[src/rtl/arrayadd_pkg.sv]
// Shared definitions for the two-array add sequencer and its output buffer.
package arrayadd_pkg;

    localparam int ADDR_W_DEF = 8;
    localparam int DATA_W_DEF = 32;

    // Sequencer states; encoding is fixed so that debug probes read stable codes.
    typedef enum logic [1:0] {
        ST_IDLE  = 2'd0,
        ST_ISSUE = 2'd1,
        ST_DRAIN = 2'd2,
        ST_DONE  = 2'd3
    } state_t;

    // Output buffer entry at the default widths: {index, data}, index in the upper bits.
    // Parameterised instances use the same {index, data} concatenation order.
    typedef struct packed {
        logic [ADDR_W_DEF-1:0] index;
        logic [DATA_W_DEF-1:0] data;
    } entry_t;

endpackage

[src/rtl/arrayadd_obuf.sv]
// Small synchronous FIFO holding finished element results until the consumer takes them.
module arrayadd_obuf #(
    parameter int WIDTH = 40,
    parameter int DEPTH = 2
) (
    input  logic                         clk,
    input  logic                         rst,
    input  logic                         push,
    input  logic [WIDTH-1:0]             push_data,
    input  logic                         pop,
    output logic [WIDTH-1:0]             head,
    output logic [$clog2(DEPTH+1)-1:0]   occupancy,
    output logic                         empty
);
    localparam int CNT_W = $clog2(DEPTH + 1);
    localparam int PTR_W = (DEPTH > 1) ? $clog2(DEPTH) : 1;

    logic [WIDTH-1:0] slots [DEPTH];
    logic [PTR_W-1:0] wr_ptr;
    logic [PTR_W-1:0] rd_ptr;
    logic             do_push;
    logic             do_pop;

    // Pointers wrap at DEPTH, which need not be a power of two.
    function automatic logic [PTR_W-1:0] ptr_inc(input logic [PTR_W-1:0] p);
        return (p == PTR_W'(DEPTH - 1)) ? '0 : p + PTR_W'(1);
    endfunction

    assign empty   = (occupancy == '0);
    assign do_pop  = pop && !empty;
    // A push into a full buffer is only taken when a pop frees the head slot at the same edge.
    assign do_push = push && ((occupancy != CNT_W'(DEPTH)) || do_pop);
    assign head    = slots[rd_ptr];

    // Pointer and occupancy bookkeeping; the only state cleared by reset.
    always_ff @(posedge clk) begin
        if (rst) begin
            wr_ptr    <= '0;
            rd_ptr    <= '0;
            occupancy <= '0;
        end else begin
            if (do_push) wr_ptr <= ptr_inc(wr_ptr);
            if (do_pop)  rd_ptr <= ptr_inc(rd_ptr);
            case ({do_push, do_pop})
                2'b10:   occupancy <= occupancy + CNT_W'(1);
                2'b01:   occupancy <= occupancy - CNT_W'(1);
                default: occupancy <= occupancy;
            endcase
        end
    end

    // Entry storage; contents are meaningless while the slot is not occupied.
    always_ff @(posedge clk) begin
        if (do_push) slots[wr_ptr] <= push_data;
    end

endmodule

[src/rtl/arrayadd_seq.sv]
// Bounded, back-pressurable sequencer: reads A[i] and B[i] over a shared address bus,
// streams A[i]+B[i] out on valid/ready and keeps a running total for the run.
module arrayadd_seq import arrayadd_pkg::*; #(
    parameter int ADDR_W     = ADDR_W_DEF,
    parameter int DATA_W     = DATA_W_DEF,
    parameter int OBUF_DEPTH = 2
) (
    input  logic              clk,
    input  logic              rst,
    input  logic              start,
    input  logic [ADDR_W-1:0] base,
    input  logic [ADDR_W:0]   len,
    output logic              busy,
    output logic              done,
    output logic [ADDR_W-1:0] mem_addr,
    output logic              mem_en,
    input  logic [DATA_W-1:0] rd_a,
    input  logic [DATA_W-1:0] rd_b,
    output logic              out_valid,
    input  logic              out_ready,
    output logic [ADDR_W-1:0] out_index,
    output logic [DATA_W-1:0] out_data,
    output logic [DATA_W-1:0] total,
    output logic              total_ovf
);
    localparam int OCC_W = $clog2(OBUF_DEPTH + 1);
    localparam int ENT_W = ADDR_W + DATA_W;

    state_t              state;
    state_t              state_nxt;
    logic [ADDR_W-1:0]   base_q;
    logic [ADDR_W:0]     len_q;
    logic [ADDR_W:0]     issued;
    logic                vld_p1;
    logic [ADDR_W-1:0]   idx_p1;
    logic [DATA_W-1:0]   elem_sum;
    logic [DATA_W:0]     total_sum;
    logic [ENT_W-1:0]    head;
    logic [OCC_W-1:0]    occupancy;
    logic                empty;
    logic                pop;
    logic                last_issue;

    // Element sum: carry out of the word is dropped.
    function automatic logic [DATA_W-1:0] wrap_add(input logic [DATA_W-1:0] x,
                                                    input logic [DATA_W-1:0] y);
        return x + y;
    endfunction

    // Accumulation keeping the carry bit so the sticky overflow flag can see it.
    function automatic logic [DATA_W:0] acc_add(input logic [DATA_W-1:0] acc,
                                                 input logic [DATA_W-1:0] x);
        return {1'b0, acc} + {1'b0, x};
    endfunction

    assign out_valid  = !empty;
    assign pop        = out_valid && out_ready;
    assign out_index  = head[ENT_W-1 -: ADDR_W];
    assign out_data   = head[DATA_W-1:0];
    assign mem_addr   = base_q + issued[ADDR_W-1:0];
    assign last_issue = ((issued + (ADDR_W+1)'(1)) == len_q);
    assign elem_sum   = wrap_add(rd_a, rd_b);
    assign total_sum  = acc_add(total, elem_sum);

    // Issue a read only when a buffer slot is guaranteed for its result, counting the
    // read already in flight and any slot freed by a pop at this same edge.
    assign mem_en = (state == ST_ISSUE) && (issued != len_q) &&
                    ((int'(occupancy) + int'(vld_p1)) < (OBUF_DEPTH + int'(pop)));

    // Next-state and status decode.
    always_comb begin
        state_nxt = state;
        done      = 1'b0;
        busy      = (state != ST_IDLE);
        case (state)
            ST_IDLE: begin
                if (start) state_nxt = (len == '0) ? ST_DONE : ST_ISSUE;
            end
            ST_ISSUE: begin
                if (mem_en && last_issue) state_nxt = ST_DRAIN;
            end
            ST_DRAIN: begin
                // Leave as soon as the final result is being taken so done follows the last handshake.
                if (!vld_p1 && (empty || ((occupancy == OCC_W'(1)) && pop))) state_nxt = ST_DONE;
            end
            ST_DONE: begin
                done      = 1'b1;
                state_nxt = ST_IDLE;
            end
            default: state_nxt = ST_IDLE;
        endcase
    end

    // Control state, run bounds, issue count, read-return valid and running total.
    always_ff @(posedge clk) begin
        if (rst) begin
            state     <= ST_IDLE;
            base_q    <= '0;
            len_q     <= '0;
            issued    <= '0;
            vld_p1    <= 1'b0;
            total     <= '0;
            total_ovf <= 1'b0;
        end else begin
            state  <= state_nxt;
            vld_p1 <= mem_en;
            if ((state == ST_IDLE) && start) begin
                base_q    <= base;
                len_q     <= len;
                issued    <= '0;
                total     <= '0;
                total_ovf <= 1'b0;
            end else begin
                if (mem_en) issued <= issued + (ADDR_W+1)'(1);
                if (vld_p1) begin
                    total <= total_sum[DATA_W-1:0];
                    if (total_sum[DATA_W]) total_ovf <= 1'b1;
                end
            end
        end
    end

    // p0 -> p1: remember which index the outstanding read belongs to.
    always_ff @(posedge clk) begin
        idx_p1 <= mem_addr;
    end

    arrayadd_obuf #(
        .WIDTH (ENT_W),
        .DEPTH (OBUF_DEPTH)
    ) u_obuf (
        .clk       (clk),
        .rst       (rst),
        .push      (vld_p1),
        .push_data ({idx_p1, elem_sum}),
        .pop       (pop),
        .head      (head),
        .occupancy (occupancy),
        .empty     (empty)
    );

endmodule

[config.mk]
export PLATFORM = sky130hd
export DESIGN_NAME = arrayadd_seq
export DESIGN_NICKNAME = d
export VERILOG_FILES = /design/src/rtl/arrayadd_pkg.sv /design/src/rtl/arrayadd_obuf.sv /design/src/rtl/arrayadd_seq.sv
export SDC_FILE = /design/constraint.sdc
export NUM_CORES = 1
export LEC_CHECK = 0
export CORE_MARGIN = 2
export CORE_UTILIZATION = 25
export CTS_CLUSTER_SIZE = 30
export DETAILED_ROUTE_END_ITERATION = 16
export HOLD_SLACK_MARGIN = 0.02
export PLACE_DENSITY_LB_ADDON = 0.12
export REMOVE_ABC_BUFFERS = 1
export SYNTH_ARGS = -nofsm -noshare
export SYNTH_HDL_FRONTEND = slang
export SYNTH_SLANG_ARGS = --single-unit
[constraint.sdc]
create_clock -name clk -period 5.7 [get_ports clk]
set_clock_uncertainty 0.2 [all_clocks]
set_input_delay 1.14 -clock clk [delete_from_list [all_inputs] [get_ports clk]]
set_output_delay 1.14 -clock clk [all_outputs]
set_load 0.05 [all_outputs]
==> results of run 1 <==
per-stage QoR:
| step | utilization | cells | total power [uW] | hold WS (ns) |
|---|---|---|---|---|
| finish | 0.3698 | 1714 | 5000 | 0.2295 |
| global route | 0.3698 | 1714 | 5301 | 0.2570 |
| CTS | 0.3570 | 1696 | 4972 | 0.2311 |
| detailed placement | 0.3383 | 1662 | 3729 | 0.2157 |
| global placement | 0.3383 | 1662 | 3729 | 0.2053 |
| floorplan | - | 901 | 2843 | 0.2037 |
worst reg2reg max path, cell delays in order, from the launching register on:
cell and delay (ns):
dfxtp_1 0.33, ha_1 0.25, fa_1 0.45, a211oi_1 0.23, nor2_1 0.12, nor3_1 0.26, o311a_1 0.31, buf_4 0.19
o21ai_0 0.14, a211oi_1 0.34, xor2_1 0.21, o21ai_0 0.09
cells in the final DEF, fill, tap and decap left out, types with 7 or more instances in the layout:
cell type        count
xor2_1              32
nor3_1              12
and3_1               9
inv_1               29
o21ai_0             33
buf_4              141
xnor2_1             40
a211oi_1            14
o211ai_1            12
mux2i_1             15
a21oi_1             69
edfxtp_1            80
mux2_2              40
dfxtp_1             73
nor2_1              67
nand2_1             86
a21o_1              29
o21a_1               7
a21oi_2             14
o21bai_1            16
ha_1                77
clkdlybuf4s50_1    163
nand3_1             15
clkbuf_16           20
Yosys cell counts, types with 3 or more instances:
master and instances:
and3_1 10, a31oi_1 7, nor2_1 70, ha_1 82, o22ai_1 4, nand2b_1 8, xor2_1 33, xnor2_1 46
fa_1 3, nand3_1 16, a21o_1 29, clkbuf_1 28, or3_1 5, dfxtp_1 75, inv_1 29, o21bai_1 17
nand3b_1 4, a21oi_1 85, and2_1 6, nor3_1 13, buf_1 4, nand2_1 87, o21a_1 7, mux2_2 40
o21ai_0 39, nor2b_1 6, mux2i_1 15, nand4_1 5, nor4_1 5, o211ai_1 12, edfxtp_1 80, a211oi_1 18
o31ai_1 5, o41a_1 3
where the power goes:
group	total [uW]	internal, uW	switching (uW)	leakage [uW]
clock	1200	741	464	0.000319
sequential	1450	1350	108	0.00134
combinational	2340	975	1370	0.00378
state kept, by name, summed over array words and instances (netlist names), 2 cells and up, named ones only:
name              flops
idx_p1                8
base_q                8
u_obuf.occupancy      2
total                32
len_q                 9
state                 2
issued                9
u_obuf.slots         80
metal layers:
| layer | part of all wire | global-route usage |
|---|---|---|
| met2 | 0.47 | 0.2390 |
| met5 | 0 | 0 |
| met1 | 0.48 | 0.1962 |
| met4 | 0.0072 | 0.03119 |
| met3 | 0.035 | 0.02926 |
cells by family after synthesis:
group           count (synthesis)  share of synthesized area
compound gates                253                     0.1769
xor+xnor                       79                    0.07458
fa+ha+maj                      85                     0.1171
buf+inv                        62                    0.02508
flops                         155                     0.4208
mux                            55                    0.06473
simple gates                  244                     0.1208
repair_timing:
action,4_1_cts,5_1_grt
buffers inserted,2,18
setup endpoints to repair,6,13
pin swaps,6,63
hold endpoints to repair,0,0
resized for setup,8,73
how the worst max path moves through the flow:
stage | from | slack [ns] | depth (start not counted) | endpoint
finish | rd_a[2] | 0.16 | 21 | total[30]
global route | rd_a[2] | -0.04 | 21 | total[30]
CTS | rd_a[1] | 0.01 | 22 | total[28]
detailed placement | rd_a[5] | -0.58 | 22 | total[28]
global placement | rd_a[1] | -0.53 | 22 | total[28]
floorplan | rd_a[5] | 0.18 | 20 | total[28]
cell type report:
cell class              instances  area, sq um
repair buffers                313         2799
inverters                      30        112.6
clock buffers                  26        573.1
multi-input cells             716         5499
flip-flops and latches        155         3906
clock inverters                 6        63.81
well taps                     468        585.6
fillers                      3700        23070
==> reports/metrics.cfg, run 1 <==
[power]
leakage_uw=0.005433
ir_drop_v=0.0002125
powerDensity_nw_per_um2=369.3

[worst_hold_path]
hold_class=flip-flop to flip-flop
whs_path_depth=0
worstHoldEndpoint=u_obuf.slots[0][37]
worstHoldStart=idx_p1[5]

[placement]
dpl.hpwl_um=20980
port-buffer-count=169
post-place-ws_ns=-0.5766
place_area_sq_um=12390
place.gp.congestion=0.8339

[global_route]
grt_max_degree=42
grt_pass1_wl_um=43240
grt.overflow.total=0
grt_usage=0.1449
grt_antenna_before_repair=0
grt_pass1_vias=7706

[clock_network]
ctsHoldBuffers=0
cts_made_buffers=17
clk_pin_slew_ns=0.07
clock-root-buffer=clkbuf_16
cts.sinks=155
insertion_delay_ns=0.43
cts_max_path_buffers=2
cts_tree=yes
htree_levels=4

[timing]
layout_setup_ws_ns=0.1644
setup-tns-final_ns=0
clock.fmax_mhz=180.6
finalCritPeriodShare=0.9712
worst_slew_pin_slew_ns=1.033
drv_slew=0
layout_min_cycle_time_ns=5.536
finalSetupViolations=0
relSlewSlack=0.3111
hold_viol_final=0

[critical_path]
critPathMaxFanout=3
cp_num_buf_inv=2
crit_family=compound AO/OA/AOI/OAI gates
ff2ff_path_depth=11
r2r_slack_ns=2.46
path_class=primary input to flip-flop
setup.worst_path.start_class=primary input
crit_chain=clkdlybuf4s50_1, ha_1, o21ai_1, o21bai_1, o41a_1, a221o_1, a21oi_2, o21ai_2, a21oi_2, xnor2_2, ha_1, a21oi_2, o21ai_2, o41a_1, a21oi_2, buf_4, a211oi_4, o211ai_1, a21oi_1, xnor2_1, a21oi_1
critical-path-slowest-cell=a221o_1
crit_path_end_kind=flip-flop
r2r-start=total[0]
arrival_ns=5.64
cp_common_cell=a21oi_2
worstPathRequired_ns=5.80
reg2reg_to=total[18]
slowest_delay_ns=0.45

[routing]
num_vias=7927
viasPerCell=4.625
drt_iter0_markers=369
drc=0
post_drt_wl_per_cell_um=16.26
ant_nets=0
routed_wl_um=27880
dr.pass1.iters=5

[logic_synthesis]
yosysWarningCount=0
async_flop_share=0
synth_top_cell_area_share=0.2589
ys_seq_area_frac=0.4208
yosysUniqueCellTypes=63
synth.area.top_cells=edfxtp_1 26%, dfxtp_1 16%, ha_1 11%, mux2_2 4.9%, a21oi_1 4.6%
ys.flop_type=edfxtp_1
synth_edf_count=80
postSynthAreaPerCell_sq_um=9.944
syn_inst=933
syn_area_sq_um=9278
synth-seq-cells=155
synth_area_leader_cell=edfxtp_1

[floorplanning]
die_w_um=196.6
core_sq_um=36610
rows=70
initial_core_util=0.2534
ioPinCount=170
die_area_sq_um=38670
fp.dieH_um=196.6

[final_layout]
nets=1403
fin_area_sq_um=13540
area_delta_synth_final_pct=45.93
antenna_cells=0
drive_gt1_frac=0.2239

[status]
status=finished clean

[flow_run]
maxCapViolations=0

Power figures use the tool's default switching activity.
==> run 2, diff against run 1 <==
--- a/config.mk
+++ b/config.mk
@@ -5,7 +5,7 @@
 export SDC_FILE = /design/constraint.sdc
 export NUM_CORES = 1
 export LEC_CHECK = 0
-export CORE_MARGIN = 2
+export CORE_MARGIN = 3
 export CORE_UTILIZATION = 25
 export CTS_CLUSTER_SIZE = 30
 export DETAILED_ROUTE_END_ITERATION = 16
==> reports/metrics.cfg, run 2 (same netlist as run 1, synthesis figures left out) <==
[routing]
num_vias=7768
post_drt_wl_per_cell_um=16.33
drt_iter0_markers=334
viasPerCell=4.588
routed_wl_um=27650
dr.pass1.iters=5
met2_length_um=12920
met3_wirelength_um=1089
wl_met1_um=13440
dr.max_layer_used=met4
ant_nets=0
drc=0

[critical_path]
critical-path-slowest-cell=clkdlybuf4s50_1
ff2ff_path_depth=11
crit_family=compound AO/OA/AOI/OAI gates
worst-path-stages=22
crit_chain=clkdlybuf4s50_1, ha_1, a21o_1, or3_1, o221a_1, o31a_1, o21ai_2, nand3b_1, a31o_2, a21oi_2, xnor2_2, ha_1, or2_2, a21o_1, o41a_1, a21oi_2, buf_4, a211oi_2, buf_4, or3_1, nand3_1, a21oi_1
critPathMaxFanout=2
slowest_delay_ns=0.40
cp_num_buf_inv=3
arrival_ns=5.59
worstPathRequired_ns=5.78
setup.worst_path.start_class=primary input
crit_path_end_kind=flip-flop
path_class=primary input to flip-flop

[timing]
clock.fmax_mhz=181.4
finalCritPeriodShare=0.9673
worst_slew_pin_slew_ns=1.006
finalSetupViolations=0
relSlewSlack=0.3275
drv_slew=0
layout_min_cycle_time_ns=5.513
hold-worst-slack_ns=0.2247
setup-tns-final_ns=0
hold_viol_final=0

[final_layout]
regMostFlops=u_obuf.slots
antenna_cells=0
nets=1389
area_delta_synth_final_pct=42.87
layout_commonest_cell=clkdlybuf4s50_1
largest_reg_flops=80
drive_gt1_frac=0.2045
final_cell_mix=166 x clkdlybuf4s50_1, 130 x buf_4, 86 x nand2_1
final_cells=1693
reg.largest.list=u_obuf.slots: 80 flops, total: 32 flops

[status]
status=finished clean

[global_route]
grt_pass1_vias=7759
grt_antenna_before_repair=0
grt_usage=0.1400
grt_max_degree=42
grt.overflow.total=0
grt_pass1_wl_um=42720

[floorplanning]
rows=69
ioPinCount=170
core_sq_um=36090
initial_core_util=0.2571
die_w_um=198.6
die_area_sq_um=39460
fp.dieH_um=198.6

[worst_hold_path]
hold_class=flip-flop to flip-flop
whs_path_depth=0

[clock_network]
clock-root-buffer=clkbuf_16
cts_max_path_buffers=2
clk_pin_slew_ns=0.06
cts.sinks=155
htree_levels=4
cts_tree=yes
cts_made_buffers=17
insertion_delay_ns=0.44

[placement]
placed_cells=1649
port-buffer-count=169
place.gp.congestion=0.8342
dpl.hpwl_um=21150

[power]
ir_drop_v=0.0002280
powerDensity_nw_per_um2=364.6
power.total_uw=4833
leakage_uw=0.005298

[flow_run]
maxCapViolations=0

## run 2: through the flow
stage	worst slack, ns	cell area, sq um	util
2_1_floorplan	0.1801	9158	-
3_3_place_gp	-0.5768	12330	0.3417
3_5_place_dp	-0.6406	12330	0.3417
4_1_cts	-0.01308	12930	0.3584
5_1_grt	-0.006999	13260	0.3673
6_report	0.1865	13260	0.3673
## run 2: repair_timing
action	in CTS	in global routing
hold buffers	0	0
buffers inserted	1	11
endpoints found under the setup margin	9	12
pin swaps	3	33
cloned	0	0
gates resized for setup	7	49
## run 2: final timing paths
check / from / to / slack, ns
min: idx_p1[0] / u_obuf.slots[0][32] / 0.22
max: rd_a[5] / total[22] / 0.19
min reg2reg: idx_p1[0] / u_obuf.slots[0][32] / 0.22
max reg2reg: total[0] / total[18] / 2.50
## run 2: final cells by class
class | instances | area [sq um]
tap | 461 | 576.8
fill | 3656 | 22830
sequential | 155 | 3906
clock inverter | 10 | 58.81
multi-input combinational | 716 | 5419
clock buffer | 22 | 506.7
timing repair buffer | 299 | 2675
inverter | 30 | 112.6
## run 2: report_power, final
group          internal, uW  switching [uW]
combinational           943            1340
clock                   629             465
sequential             1350             112
## run 2: per-layer routing
layer,vias to the layer above,global-route usage
li1,4001,-
met1,3628,0.1897
met2,129,0.2300
met3,10,0.03133
met4,0,0.02967
met5,-,0
